## src/rtl/pipeline_stall_controller.sv

```systemverilog
// pipeline_stall_controller
// Central stall/flush sequencer for the five-stage pipeline. It resolves
// load-use hazards, taken branches and multi-cycle data-memory accesses,
// and it guards memory accesses with a timeout.
// Control outputs are combinational from the state and the inputs.
// The wait counter, the stall-cycle counter and the fault flag are registered.
module pipeline_stall_controller #(
  parameter int REG_ADDR_W  = 4,
  parameter int MEM_TIMEOUT = 16
) (
  input  logic                  clk,
  input  logic                  rst,
  input  logic [REG_ADDR_W-1:0] id_rs1,
  input  logic [REG_ADDR_W-1:0] id_rs2,
  input  logic                  id_uses_rs1,
  input  logic                  id_uses_rs2,
  input  logic [REG_ADDR_W-1:0] ex_rd,
  input  logic                  ex_is_load,
  input  logic                  ex_branch_taken,
  input  logic                  mem_req,
  input  logic                  mem_ready,
  output logic                  pc_en,
  output logic                  if_id_en,
  output logic                  id_ex_en,
  output logic                  ex_mem_en,
  output logic                  mem_wb_en,
  output logic                  if_id_flush,
  output logic                  id_ex_flush,
  output logic                  mem_wb_bubble,
  output logic                  mem_fault,
  output logic [15:0]           stall_cycles
);

  localparam int WCW = $clog2(MEM_TIMEOUT);
  localparam logic [WCW-1:0] WAIT_LAST = WCW'(MEM_TIMEOUT - 1);

  typedef enum logic [1:0] {
    ST_RUN      = 2'd0,
    ST_MEM_WAIT = 2'd1,
    ST_FAULT    = 2'd2
  } state_e;

  state_e          state_q, state_d;
  logic [WCW-1:0]  wait_cnt_q, wait_cnt_d;
  logic [15:0]     stall_cnt_q, stall_cnt_d;
  logic            mem_fault_q, mem_fault_d;

  logic            mem_stall_s;
  logic            lu_s;
  logic            hold_s;   // freeze front end, drain a bubble into MEM/WB

  assign mem_stall_s = mem_req & ~mem_ready;

  // Register 0 is hard-wired, so a load targeting it never creates a hazard.
  assign lu_s = ex_is_load & (ex_rd != {REG_ADDR_W{1'b0}}) &
                ((id_uses_rs1 & (id_rs1 == ex_rd)) |
                 (id_uses_rs2 & (id_rs2 == ex_rd)));

  // Next-state logic: sequence memory waits, detect timeout, and apply reset.
  always_comb begin
    state_d     = state_q;
    wait_cnt_d  = wait_cnt_q;
    mem_fault_d = mem_fault_q;
    hold_s      = 1'b0;
    case (state_q)
      ST_RUN: begin
        if (mem_stall_s) begin
          hold_s     = 1'b1;
          state_d    = ST_MEM_WAIT;
          wait_cnt_d = {WCW{1'b0}};
        end else begin
          hold_s = 1'b0;
        end
      end
      ST_MEM_WAIT: begin
        // The completing cycle behaves as an ordinary RUN cycle.
        if (mem_ready) begin
          state_d = ST_RUN;
        end else if (wait_cnt_q == WAIT_LAST) begin
          hold_s      = 1'b1;
          state_d     = ST_FAULT;
          mem_fault_d = 1'b1;
        end else begin
          hold_s     = 1'b1;
          wait_cnt_d = wait_cnt_q + {{(WCW-1){1'b0}}, 1'b1};
        end
      end
      ST_FAULT: begin
        hold_s = 1'b1;
      end
      default: begin
        hold_s  = 1'b1;
        state_d = ST_RUN;
      end
    endcase
    if (rst) begin
      hold_s      = 1'b1;
      state_d     = ST_RUN;
      wait_cnt_d  = {WCW{1'b0}};
      mem_fault_d = 1'b0;
    end else begin
      hold_s = hold_s;
    end
  end

  // Output decode: hold > branch squash > load-use bubble > free run.
  always_comb begin
    pc_en         = 1'b1;
    if_id_en      = 1'b1;
    id_ex_en      = 1'b1;
    ex_mem_en     = 1'b1;
    mem_wb_en     = 1'b1;
    if_id_flush   = 1'b0;
    id_ex_flush   = 1'b0;
    mem_wb_bubble = 1'b0;
    if (hold_s) begin
      pc_en         = 1'b0;
      if_id_en      = 1'b0;
      id_ex_en      = 1'b0;
      ex_mem_en     = 1'b0;
      mem_wb_bubble = 1'b1;
    end else if (ex_branch_taken) begin
      if_id_flush = 1'b1;
      id_ex_flush = 1'b1;
    end else if (lu_s) begin
      pc_en       = 1'b0;
      if_id_en    = 1'b0;
      id_ex_flush = 1'b1;
    end else begin
      pc_en = 1'b1;
    end
  end

  // Saturating count of cycles in which the PC did not advance.
  always_comb begin
    if (!pc_en && (stall_cnt_q != 16'hFFFF)) begin
      stall_cnt_d = stall_cnt_q + 16'd1;
    end else begin
      stall_cnt_d = stall_cnt_q;
    end
  end

  // State, wait counter, stall counter and sticky fault registers.
  always_ff @(posedge clk) begin
    if (rst) begin
      state_q     <= ST_RUN;
      wait_cnt_q  <= {WCW{1'b0}};
      stall_cnt_q <= 16'd0;
      mem_fault_q <= 1'b0;
    end else begin
      state_q     <= state_d;
      wait_cnt_q  <= wait_cnt_d;
      stall_cnt_q <= stall_cnt_d;
      mem_fault_q <= mem_fault_d;
    end
  end

  assign mem_fault    = mem_fault_q;
  assign stall_cycles = stall_cnt_q;

endmodule

```

## config.mk

```make
export PLATFORM = sky130hd
export DESIGN_NAME = pipeline_stall_controller
export DESIGN_NICKNAME = d
export VERILOG_FILES = /design/src/rtl/pipeline_stall_controller.sv
export SDC_FILE = /design/constraint.sdc
export NUM_CORES = 1
export LEC_CHECK = 0
export CAP_MARGIN = 30
export CORE_MARGIN = 2
export CORE_UTILIZATION = 40
export DETAILED_ROUTE_END_ITERATION = 10
export PLACE_DENSITY = 0.68
export SETUP_SLACK_MARGIN = 0.5
export SLEW_MARGIN = 20
export SYNTH_ARGS = -nofsm -noshare
export SYNTH_HDL_FRONTEND = slang
export SYNTH_SLANG_ARGS = --single-unit
```

## constraint.sdc

```tcl
create_clock -name clk -period 2.7 [get_ports clk]
set_clock_uncertainty 0.1 [all_clocks]
set_input_delay 0.54 -clock clk [delete_from_list [all_inputs] [get_ports clk]]
set_output_delay 0.54 -clock clk [all_outputs]
set_load 0.1 [all_outputs]
```

Word-level counts from Yosys, hierarchy flattened
Index checks and enable logic that the tools add are counted.
{"block": "op_classes", "addsub": 2, "eq_ne": 10, "muxes": 22, "bitwise_logic": 8, "n_reduce_logical": 8}
{"cell": "16-bit by 1-bit adder with 16-bit output, second input constant", "n": 1}
{"cell": "16-bit inequality test, second input constant", "n": 1}
{"cell": "1-bit 2-to-1 mux", "n": 13}
{"cell": "4-bit 2-to-1 mux", "n": 3}
{"cell": "4-bit equality test", "n": 2}
{"cell": "4-bit one-hot mux with 2 select lines", "n": 1}
{"cell": "2-bit 2-to-1 mux", "n": 3}
{"cell": "2-bit inequality test, second input constant", "n": 3}
{"cell": "2-bit one-hot mux with 3 select lines", "n": 1}
{"cell": "3-bit AND reduction", "n": 2}
{"cell": "1-bit AND", "n": 5}
{"cell": "4-bit by 1-bit adder with 4-bit output, second input constant", "n": 1}
{"cell": "4-bit equality test, second input constant", "n": 1}
{"cell": "4-bit AND reduction", "n": 1}
{"cell": "4-bit nonzero test", "n": 1}
{"cell": "3-bit inequality test, second input constant", "n": 1}
{"cell": "2-bit by 1-bit equality test with 1-bit output, second input constant", "n": 1}
{"cell": "2-bit equality test, second input constant", "n": 1}
{"cell": "2-bit logical NOT", "n": 1}
{"cell": "1-bit inverter", "n": 2}
{"cell": "1-bit one-hot mux with 2 select lines", "n": 1}
{"cell": "2-bit nonzero test", "n": 1}
{"cell": "1-bit logical AND", "n": 1}
{"cell": "1-bit logical NOT", "n": 1}
{"cell": "1-bit OR", "n": 1}
{"block": "word_totals", "register_bits": 23, "input_bits": 20}

Depth between registers and ports, before layout
{"block": "depth", "depth_word": 9, "ltp_mapped": 7}

Worst setup path before layout
No wires, ideal clock.
{"block": "synth_path", "kind": "in2out", "start": "input ex_rd[0]", "end": "output pc_en", "arrival_time_ps": 3423, "required_ps": 2060, "setup_slack_ps": -1363, "stages": 6, "n_path_buf": 1, "path_cell_list": "o41a_1 > nand3_1 > nor4_4 > or2_1 > a21oi_1 > buf_4"}
{"block": "synth_between", "elab_chain_len": 7, "elab_cells_between_ends": 11}
{"element": "from (decl)", "line_no": "17", "rtl": "input logic [REG_ADDR_W-1:0] ex_rd,"}
{"element": "4-bit equality test (on tied branches)", "line_no": "56, 57"}
{"element": "1-bit AND (on tied branches)", "line_no": "56, 57"}
{"element": "1-bit OR", "line_no": "56", "rtl": "((id_uses_rs1 & (id_rs1 == ex_rd)) |"}
{"element": "1-bit AND (*)", "line_no": "55", "rtl": "assign lu_s = ex_is_load & (ex_rd != {REG_ADDR_W{1'b0}}) &"}
{"element": "1-bit 2-to-1 mux (*) (3 in series)"}
{"element": "to (decl)", "line_no": "22", "rtl": "output logic pc_en,"}
Every way passes the cells marked *; elsewhere a longest branch is shown, timed or not.

Worst setup path in the final report
{"block": "layout_path", "start": "input ex_rd[2]", "end": "output pc_en"}
{"block": "layout_between", "elab_chain_len": 7, "elab_cells_between_ends": 11}
{"element": "4-bit equality test (on tied branches)", "line_no": "56, 57"}
{"element": "1-bit AND (on tied branches)", "line_no": "56, 57"}
{"element": "1-bit OR", "line_no": "56"}
{"element": "1-bit AND (*)", "line_no": "55"}
{"element": "1-bit 2-to-1 mux (*)", "line_no": "125", "rtl": "end else if (lu_s) begin"}
{"element": "1-bit 2-to-1 mux (*)", "line_no": "122", "rtl": "end else if (ex_branch_taken) begin"}
{"element": "1-bit 2-to-1 mux (*)", "line_no": "116", "rtl": "if (hold_s) begin"}
Marks and branches as above.

==> metrics <==
gr usage total=0.228; synth unique cells=44; pins over their slew limit=0; PwrDens=321 mW/mm^2; hold crit path type=reg -> reg; synthesis warning total=0; Syn Nets=200; Routability Congestion=0.817; FF+latch count, synth=23; mapped cell area=0.00159 sq mm; layout cells sized above 1=0.547; Die H=67.1 um; initial antenna violation count=0; WHS Endpoint=mem_fault; number of remaining DRC errors=0; Synth area leader=dfxtp_1; clock slew at reported path FFs=80 ps; Reg2Reg Capture Point=stall_cycles[10]; htree depth=1; Final Cycle Share=0.994; critical path startpoint category=primary input; highest clock rate=0.373 GHz; Setup Viol. Count Final=0; Place WS=-295 ps; CP Capture Type=output pin; global-route wire length before repair=7710 um; CP Max Fanout=2; TritonRoute pass-1 iters=4; clock power share=0.252; layout net count=266; Initial DRC Count=56; total clock buffers created by CTS=3; final setup TNS=0 ps; CTS Buffer Depth=2; post-route antenna net violation count=0; Routed WL per cell=16.3 um; Avg Cell Area, Syn=8.96 sq um; final std cells w/o fill=291; VDD IR max=0.218 mV; Psw=313 uW; register area share after synthesis=0.289; synthesized instance count=178; number of diodes=0; vias in the first global route=1565; dpl hpwl=3070 um; Main synth FF type=dfxtp_1; port bufs=43; Synth-to-Final Area Change=69.1%; Hold Crit Start=mem_fault; CTS root buffer=clkbuf_8; final WL=4740 um; flop2flop setup slack=490 ps; most numerous cell in the Yosys netlist=nor2_1; Design Power=866 uW; R2R Path Start=stall_cycles[0]; max-cap violations=0; Synth area leaders=dfxtp_1, mux2_4, nor2b_1; largest net degree at the start of global routing=40; Crit path arrival time=2040 ps; RSZ-0062 raised after global routing=true; R2R cell count=6; CTS Sinks=23; Crit Path Class=in -> out; sequential power share=0.403; Final Hold Viols=0; worst skew pair latency=270 ps; Static Leak=0.00105 uW; critical path required time=2060 ps; GRT Residual Overflow=0; vias per std cell=5.50; EDFF count, synth=0; Placed Instances=269; FP Rows=22; PnR worst setup slack=16.7 ps; Die Area=0.00451 sq mm; post-route minimum period=2680 ps; post-synth top area share=0.289; DR vias=1600; Synth async-reset ratio=0; Switching Share=0.362; status=finished, final reports clean; commonest cells in the netlist=nor2_1, dfxtp_1, nor2b_1; Die X=67.1 um; Starting Density=0.426; Hold Path Stages=2; CTS tree=yes; core area=0.00374 sq mm; Logic pwr share=0.345; IO Pins=45; Cell Int Power=552 uW
==> registers in the layout, indices dropped and copies added, names as in the netlist <==
name and cells:
mem_fault 1, stall_cycles 16, state_q 2, wait_cnt_q 4
==> per-stage QoR <==
step / hold slack (ps) / utilization / cell area [sq um]
CTS: 374 / 0.719 / 2690
finish: 368 / 0.720 / 2700
floorplan: 372 / - / 1750
global route: 425 / 0.720 / 2700
detailed placement: 355 / 0.604 / 2260
global placement: 339 / 0.604 / 2260
==> routing by layer <==
| metal | global-route usage | wire length (um) | vias up |
|---|---|---|---|
| met1 | 0.272 | 1860 | 780 |
| met4 | 0.0714 | 55 | 0 |
| met5 | 0 | 0 | - |
| li1 | - | - | 762 |
| met2 | 0.415 | 2560 | 52 |
| met3 | 0.0372 | 273 | 6 |
==> final cells by class <==
class | instances | area, sq um
Timing Repair Buffer | 71 | 728
Inverter | 5 | 25.0
Tap cell | 48 | 60.1
Fill cell | 264 | 1050
Multi-Input combinational cell | 140 | 1330
Clock inverter | 1 | 5.00
Sequential cell | 23 | 503
Clock buffer | 3 | 41.3
==> logic make-up after synthesis <==
kind of cell,Yosys count,synth area share
mux,15,0.129
fa+ha+maj,2,0.0157
flops,23,0.289
other cells,1,0.00235
buf+inv,15,0.0494
xor+xnor,10,0.0549
compound gates,28,0.156
simple gates,84,0.304
==> what timing repair did <==
| item | CTS | global route |
|---|---|---|
| resized for setup | 85 | 2 |
| cloned | 1 | 0 |
| pin swaps | 28 | 5 |
| endpoints found under the setup margin | 23 | 21 |
| hold buffers | 0 | 0 |
| setup buffers | 17 | 0 |
==> power by group through the flow <==
stage          registers [uW]  logic [uW]  clock network, uW
2_1_floorplan             388         149                  0
3_3_place_gp              356         258                  0
3_5_place_dp              356         262                  0
4_1_cts                   349         296                221
5_1_grt                   350         313                237
6_report                  349         299                218
==> critical path, stage by stage <==
cell and delay [ps]:
buf_8 100, o41a_1 450, buf_4 160, nand3_4 80, nor4_4 50, or2_4 250
a21oi_4 200, buf_12 200
==> cells in the final DEF (no fill, tap or decap), types with 3 or more instances in the layout <==
cell,n
buf_4,34
nor2_1,21
nor2b_1,15
mux2_4,14
nand4_1,10
dlygate4sd2_1,10
buf_12,9
buf_6,9
dfxtp_4,9
a21oi_4,8
nand2_1,7
dfxtp_1,7
dfxtp_2,7
xor2_2,6
nand3_1,6
nor2_4,4
and4_1,3
and2_1,3
nand2b_1,3
and3_1,3
inv_1,3
a21oi_1,3
clkbuf_8,3
buf_2,3
==> worst max-delay path by stage <==
stage | from | end | slack (ps)
floorplan | ex_rd[0] | pc_en | -210
global route | ex_rd[2] | pc_en | -20
detailed placement | ex_rd[0] | pc_en | -300
finish | ex_rd[2] | pc_en | 20
global placement | ex_rd[0] | if_id_en | -240
CTS | ex_rd[2] | pc_en | 60
Note: power is estimated with default switching activity, not from simulation.
